### config.mk
export PLATFORM = sky130hd
export DESIGN_NAME = i2c_slave_byte_engine
export DESIGN_NICKNAME = d
export VERILOG_FILES = /design/src/rtl/i2c_slave_byte_engine.sv
export SDC_FILE = /design/constraint.sdc
export NUM_CORES = 1
export LEC_CHECK = 0
export ABC_AREA = 1
export CORE_MARGIN = 5
export CORE_UTILIZATION = 45
export DETAILED_ROUTE_END_ITERATION = 10
export DONT_BUFFER_PORTS = 1
export HOLD_SLACK_MARGIN = 0.15
export MAX_ROUTING_LAYER = met4
export SYNTH_ARGS = -nofsm -noshare
export SYNTH_HDL_FRONTEND = slang
export SYNTH_SLANG_ARGS = --single-unit
### constraint.sdc
create_clock -name clk_i -period 1.8 [get_ports clk_i]
set_input_delay 0.27 -clock clk_i [delete_from_list [all_inputs] [get_ports clk_i]]
set_output_delay 0.27 -clock clk_i [all_outputs]
set_load 0.01 [all_outputs]
### src/rtl/i2c_slave_byte_engine.sv
// I2C slave byte engine: START/STOP detection, 7-bit address match, byte moves to/from the register block.
// Latency: bus events and strobes appear 1 clk after the sampled edge; SDA drive changes 1 clk after SCL fall.
// Backpressure: none; the master paces everything through SCL, and read data must arrive the cycle after rd_req_o.
//
// Ports:
//   clk_i, rst_n_i          clock, async active-low reset
//   sda_filt_i, scl_filt_i  filtered bus lines
//   dev_addr_i              7-bit slave address (static while bus idle)
//   sda_oe_o                1 = pull SDA low (ACK or read data 0)
//   start_o, stop_o         1-cycle bus event pulses
//   wr_data_o/wr_valid_o/wr_first_o  received byte, strobe, first-byte-after-address flag
//   rd_req_o, rd_data_i     read byte request; data sampled the cycle after the request
//   busy_o                  addressed and active
module i2c_slave_byte_engine #(
  parameter int ADDR_W = 7
) (
  input  logic              clk_i,
  input  logic              rst_n_i,
  input  logic              sda_filt_i,
  input  logic              scl_filt_i,
  input  logic [ADDR_W-1:0] dev_addr_i,
  output logic              sda_oe_o,
  output logic              start_o,
  output logic              stop_o,
  output logic [7:0]        wr_data_o,
  output logic              wr_valid_o,
  output logic              wr_first_o,
  output logic              rd_req_o,
  input  logic [7:0]        rd_data_i,
  output logic              busy_o
);

  typedef enum logic [2:0] {
    S_IDLE, S_ADDR, S_ADDR_ACK, S_WR_BYTE, S_WR_ACK, S_RD_BYTE, S_RD_ACK, S_WAIT
  } state_t;

  state_t     r_state, w_state_nxt;
  logic       r_sda_q, r_scl_q;
  logic [3:0] r_bitcnt, w_bitcnt_nxt;
  logic [6:0] r_shift, w_shift_nxt;
  logic [7:0] r_tx, w_tx_nxt;
  logic       r_rw, w_rw_nxt;
  logic       r_ack_on, w_ack_on_nxt;   // ACK currently being driven (between the two falls)
  logic       r_first, w_first_nxt;     // next written byte is the register pointer
  logic       r_oe, w_oe_nxt;
  logic       r_busy, w_busy_nxt;
  logic       r_start, r_stop;
  logic [7:0] r_wr_data, w_wr_data_nxt;
  logic       r_wr_valid, w_wr_valid_nxt;
  logic       r_wr_first, w_wr_first_nxt;
  logic       r_rd_req, w_rd_req_nxt;
  logic       r_rd_load;

  logic       w_scl_rise, w_scl_fall, w_start, w_stop;
  logic [7:0] w_byte;

  assign w_scl_rise = ~r_scl_q & scl_filt_i;
  assign w_scl_fall = r_scl_q & ~scl_filt_i;
  assign w_start    = r_scl_q & scl_filt_i & r_sda_q & ~sda_filt_i;
  assign w_stop     = r_scl_q & scl_filt_i & ~r_sda_q & sda_filt_i;
  // Byte as it stands including the bit being sampled on this rise
  assign w_byte     = {r_shift, sda_filt_i};

  always_comb begin
    w_state_nxt    = r_state;
    w_bitcnt_nxt   = r_bitcnt;
    w_shift_nxt    = r_shift;
    w_tx_nxt       = r_tx;
    w_rw_nxt       = r_rw;
    w_ack_on_nxt   = r_ack_on;
    w_first_nxt    = r_first;
    w_oe_nxt       = r_oe;
    w_busy_nxt     = r_busy;
    w_wr_data_nxt  = r_wr_data;
    w_wr_valid_nxt = 1'b0;
    w_wr_first_nxt = 1'b0;
    w_rd_req_nxt   = 1'b0;

    // Register block answers the cycle after the request
    if (r_rd_load) w_tx_nxt = rd_data_i;

    // START/STOP require SCL high in both samples, so they never coincide with an SCL edge
    if (w_start) begin
      w_state_nxt  = S_ADDR;
      w_bitcnt_nxt = 4'd0;
      w_oe_nxt     = 1'b0;
      w_ack_on_nxt = 1'b0;
    end else if (w_stop) begin
      w_state_nxt  = S_IDLE;
      w_oe_nxt     = 1'b0;
      w_busy_nxt   = 1'b0;
      w_ack_on_nxt = 1'b0;
    end else begin
      case (r_state)
        S_ADDR: begin
          if (w_scl_rise) begin
            w_shift_nxt  = w_byte[6:0];
            w_bitcnt_nxt = r_bitcnt + 4'd1;
            if (r_bitcnt == 4'd7) begin
              if (w_byte[7:1] == dev_addr_i) begin
                w_state_nxt  = S_ADDR_ACK;
                w_busy_nxt   = 1'b1;
                w_rw_nxt     = w_byte[0];
                w_first_nxt  = 1'b1;
                w_ack_on_nxt = 1'b0;
              end else begin
                w_state_nxt = S_IDLE;
                w_busy_nxt  = 1'b0;
              end
            end
          end
        end
        S_ADDR_ACK, S_WR_ACK: begin
          if (w_scl_fall) begin
            if (!r_ack_on) begin
              w_oe_nxt     = 1'b1;
              w_ack_on_nxt = 1'b1;
              if (r_state == S_ADDR_ACK && r_rw) w_rd_req_nxt = 1'b1;
            end else begin
              w_ack_on_nxt = 1'b0;
              w_bitcnt_nxt = 4'd0;
              if (r_state == S_ADDR_ACK && r_rw) begin
                // ACK release and first read bit share this fall
                w_oe_nxt     = ~r_tx[7];
                w_tx_nxt     = {r_tx[6:0], 1'b0};
                w_bitcnt_nxt = 4'd1;
                w_state_nxt  = S_RD_BYTE;
              end else begin
                w_oe_nxt    = 1'b0;
                w_state_nxt = S_WR_BYTE;
              end
            end
          end
        end
        S_WR_BYTE: begin
          if (w_scl_rise) begin
            w_shift_nxt  = w_byte[6:0];
            w_bitcnt_nxt = r_bitcnt + 4'd1;
            if (r_bitcnt == 4'd7) begin
              w_wr_data_nxt  = w_byte;
              w_wr_valid_nxt = 1'b1;
              w_wr_first_nxt = r_first;
              w_first_nxt    = 1'b0;
              w_ack_on_nxt   = 1'b0;
              w_state_nxt    = S_WR_ACK;
            end
          end
        end
        S_RD_BYTE: begin
          // r_bitcnt counts bits already put on the bus
          if (w_scl_fall) begin
            if (r_bitcnt == 4'd8) begin
              w_oe_nxt    = 1'b0;
              w_state_nxt = S_RD_ACK;
            end else begin
              w_oe_nxt     = ~r_tx[7];
              w_tx_nxt     = {r_tx[6:0], 1'b0};
              w_bitcnt_nxt = r_bitcnt + 4'd1;
            end
          end
        end
        S_RD_ACK: begin
          if (w_scl_rise) begin
            if (!sda_filt_i) begin
              w_rd_req_nxt = 1'b1;
              w_bitcnt_nxt = 4'd0;
              w_state_nxt  = S_RD_BYTE;
            end else begin
              w_busy_nxt  = 1'b0;
              w_state_nxt = S_WAIT;
            end
          end
        end
        default: ;
      endcase
    end
  end

  always_ff @(posedge clk_i or negedge rst_n_i) begin
    if (!rst_n_i) begin
      r_state    <= S_IDLE;
      r_sda_q    <= 1'b1;
      r_scl_q    <= 1'b1;
      r_bitcnt   <= 4'd0;
      r_shift    <= 7'd0;
      r_tx       <= 8'd0;
      r_rw       <= 1'b0;
      r_ack_on   <= 1'b0;
      r_first    <= 1'b0;
      r_oe       <= 1'b0;
      r_busy     <= 1'b0;
      r_start    <= 1'b0;
      r_stop     <= 1'b0;
      r_wr_data  <= 8'd0;
      r_wr_valid <= 1'b0;
      r_wr_first <= 1'b0;
      r_rd_req   <= 1'b0;
      r_rd_load  <= 1'b0;
    end else begin
      r_state    <= w_state_nxt;
      r_sda_q    <= sda_filt_i;
      r_scl_q    <= scl_filt_i;
      r_bitcnt   <= w_bitcnt_nxt;
      r_shift    <= w_shift_nxt;
      r_tx       <= w_tx_nxt;
      r_rw       <= w_rw_nxt;
      r_ack_on   <= w_ack_on_nxt;
      r_first    <= w_first_nxt;
      r_oe       <= w_oe_nxt;
      r_busy     <= w_busy_nxt;
      r_start    <= w_start;
      r_stop     <= w_stop;
      r_wr_data  <= w_wr_data_nxt;
      r_wr_valid <= w_wr_valid_nxt;
      r_wr_first <= w_wr_first_nxt;
      r_rd_req   <= w_rd_req_nxt;
      r_rd_load  <= r_rd_req;
    end
  end

  assign sda_oe_o   = r_oe;
  assign start_o    = r_start;
  assign stop_o     = r_stop;
  assign wr_data_o  = r_wr_data;
  assign wr_valid_o = r_wr_valid;
  assign wr_first_o = r_wr_first;
  assign rd_req_o   = r_rd_req;
  assign busy_o     = r_busy;

endmodule
==> key figures <==
Drt
  • Vias per Instance: 5.03
  • DRC Markers: 0
  • Drt pass-1 iters: 4
  • Vias post-DR: 2091
  • Final wirelength: 5.47 mm
  • Antenna violation net count after detailed routing: 0
  • Initial DRC count: 88
  • Post-DR wirelength/cell: 13.1 µm

Floorplanning
  • Rows: 27
  • Total die area: 7040 µm²
  • Core area: 5410 µm²
  • Die width: 83.9 µm
  • Die Y: 83.9 µm
  • Top-Level Pins: 34
  • Initial Util: 0.455

Place
  • Final HPWL DP: 4.07 mm
  • Port Buf Inserts: 0
  • GPL Wtd Cong: 0.914
  • Placed instance count: 402

Logic synthesis
  • Mapped Avg Cell Area: 7.41 µm²
  • Post-synthesis register bit count: 43
  • Syn Nets: 353
  • Mapped Area: 2460 µm²
  • Post-synth cell types: 34
  • Yosys warns: 0
  • Cells after Synth: 332
  • Register area share after synthesis: 0.439

Timing
  • Achievable Freq: 604 MHz
  • Slew HR: 0.718
  • Final Critical Period: 1660 ps
  • Final setup fails: 0
  • Worst slew pin tran: 422 ps
  • Fin. Hold Viols: 0
  • RSZ-0062 raised after global routing: false
  • Setup_tns: 0 ps
  • Crit share post-route: 0.921
  • Clock skew: 6.22 ps
  • Fin. max-slew vios: 0

GRT
  • Initial antenna violation count: 0
  • Global-route wire length before repair: 9.36 mm
  • Total grt overflow: 0
  • Number of global-route vias before repair: 2037
  • Largest net degree at the start of global routing: 44
  • GRT Total Usage: 0.167

Critical path
  • Bufs and invs on worst path: 1
  • Critical Path Most Common Cell: nand2_1
  • CP Launch Type: register
  • Top delay family on crit path: simple AND/OR/NAND/NOR gates
  • Crit path kind: register to register
  • Crit-path cells: nand4_1 -> nand2_2 -> nor2_1 -> nand2_1 -> nand2_1 -> clkinv_1 -> nand2_1 -> nand2_1 -> nand2_1
  • Critical Path AT: 1840 ps
  • Slowest CP cell: dfstp_2
  • CP endpoint kind: register
  • Slowest stage delay, CP: 590 ps
  • Crit path required time: 1980 ps
  • Max FO, Critical Path: 7

Power
  • LEAKAGE: 1.37 nW
  • Peak supply drop: 361 µV
  • PD cells: 854 nW/µm²

Finish
  • Ant diodes: 0
  • Final nets: 364
  • Layout area overhead: 11.2%
  • Fillers: 526
  • Post-route insts no fill: 416
  • Util after Layout: 0.506
  • Share of cells above drive strength 1: 0.119

Clock tree
  • CTS tree: done
  • Clk_lat worst skew: 290 ps
  • Root Buffer: clkbuf_8
  • Max Root-Sink Buffers: 2
  • Clk slew on worst S/H paths: 80 ps
  • CTS Buf Count: 5
  • H-tree depth: 2
  • CTS sink cnt: 43

Min path
  • Min-delay worst type: input port to register

Job
  • Max Cap Viol: 0

Outcome
  • Status: completed
## power breakdown
group	internal (mW)	switching [mW]	leakage [nW]
Sequential	1.03	0.0889	0.577
Clock	0.271	0.322	0.0412
Combinational	0.208	0.409	0.750
Total	1.51	0.820	1.37
## final cells by class
| class | count | area, µm² | area share |
|---|---|---|---|
| clock buffers | 6 | 72.6 | 0.0265 |
| clock inverters | 2 | 12.5 | 0.00458 |
| inverters | 44 | 165 | 0.0604 |
| multi-input cells | 238 | 1180 | 0.430 |
| flip-flops and latches | 43 | 1080 | 0.396 |
| well taps | 72 | 90.1 | 0.0330 |
| repair buffers | 11 | 135 | 0.0494 |
## sequential cells by signal, indices dropped and copies added, names as in the netlist, 3 cells and up
signal and count:
r_bitcnt 4, r_state 3, r_tx 8, r_shift 7, wr_data_o 8
## layout by cell type, fill, tap and decap left out, drive strengths merged, types with 2 or more instances in the layout
cell type and n:
o211ai 2, dfstp 2, ha 2, nand2 110, dlygate4sd3 3, nor2 34
buf 8, mux2i 7, o22ai 2, clkbuf 6, inv 43, o21ai 32
nand4 6, clkinv 2, nand3b 2, dfrtp 41, xnor2 3, nand3 27
a21oi 5
## cell usage after synthesis
| cell type | instances | area share |
|---|---|---|
| buf_4 | 2 | 0.0061 |
| nand4_2 | 1 | 0.0051 |
| o21ai_0 | 28 | 0.057 |
| inv_2 | 3 | 0.0046 |
| ha_1 | 2 | 0.010 |
| o211ai_1 | 2 | 0.0061 |
| nor3_1 | 1 | 0.0020 |
| clkbuf_1 | 1 | 0.0015 |
| xnor2_1 | 3 | 0.011 |
| clkinv_1 | 1 | 0.0015 |
| o21bai_1 | 1 | 0.0031 |
| o21ai_2 | 1 | 0.0036 |
| o22ai_4 | 1 | 0.0081 |
| o21ai_1 | 3 | 0.0061 |
| dfstp_2 | 2 | 0.021 |
| nor2_1 | 29 | 0.044 |
| o22ai_1 | 1 | 0.0025 |
| nand3_2 | 1 | 0.0041 |
| inv_1 | 40 | 0.061 |
| nand4_1 | 5 | 0.013 |
| a31oi_1 | 1 | 0.0025 |
| a21oi_1 | 5 | 0.010 |
| dfrtp_1 | 41 | 0.42 |
| nor2_2 | 5 | 0.013 |
| buf_6 | 3 | 0.014 |
| nand3b_1 | 2 | 0.0061 |
| mux2i_1 | 7 | 0.028 |
| nand2_1 | 106 | 0.16 |
| or2_4 | 1 | 0.0036 |
| nand2_2 | 4 | 0.010 |
| buf_1 | 1 | 0.0015 |
| o32ai_1 | 1 | 0.0036 |
| nand3_1 | 26 | 0.053 |
| xor2_1 | 1 | 0.0036 |
## cells by family (layout without fill, tap and decap cells)
kind of cell    count (synthesis)  after routing  synth area share
buf+inv                        51             63            0.0901
mux                             7              7            0.0285
fa+ha+maj                       2              2            0.0102
simple gates                  181            181             0.316
compound gates                 44             44             0.103
flops                          43             43             0.439
xor+xnor                        4              4            0.0143
## worst register-to-register path, cell delays in order, from the launching register on
cell      delay [ps]
dfstp_2          590
nand4_1          270
nand2_2          220
nor2_1            50
nand2_1           60
nand2_1           80
clkinv_1          70
nand2_1           80
nand2_1           70
nand2_1           50
## per-layer routing
metal	vias to the layer above	wire, µm	global-route usage
li1	1080	-	-
met1	947	2660	0.213
met2	55	2430	0.263
met3	9	289	0.0385
met4	0	89	0.0556
met5	-	0	-
## path summary, 6_finish.rpt
| path | from | end | slack (ps) | depth (start not counted) |
|---|---|---|---|---|
| setup reg to reg | r_scl_q | r_state[1] | 140 | 9 |
| min in group asynchronous | rst_n_i | r_shift[4] | 470 | 2 |
| max in group asynchronous | rst_n_i | r_sda_q | 1060 | 2 |
| hold / removal | rd_data_i[0] | r_tx[0] | 170 | 2 |
| hold reg to reg | rd_req_o | r_rd_load | 450 | 0 |
| setup / recovery | r_scl_q | r_state[1] | 140 | 9 |
## through the flow
stage / total power, mW / hold WS (ps) / worst slack (ps) / area (µm²)
after global routing: 2.53 / 184 / 5.43 / 2730
after floorplan: 1.60 / -25.6 / 319 / 2460
after detailed placement: 1.71 / -24.4 / 66.2 / 2540
final: 2.33 / 165 / 143 / 2730
after CTS: 2.35 / 163 / 52.7 / 2690
after global placement: 1.71 / -24.3 / 83.9 / 2540
## what timing repair did
item / 4_1_cts / 5_1_grt
hold endpoints to repair: 46 / 0
hold buffers: 4 / 0
buffers inserted: 0 / 2
setup endpoints to repair: 0 / 24
resized for setup: 0 / 7
Power figures use the tool's default switching activity.
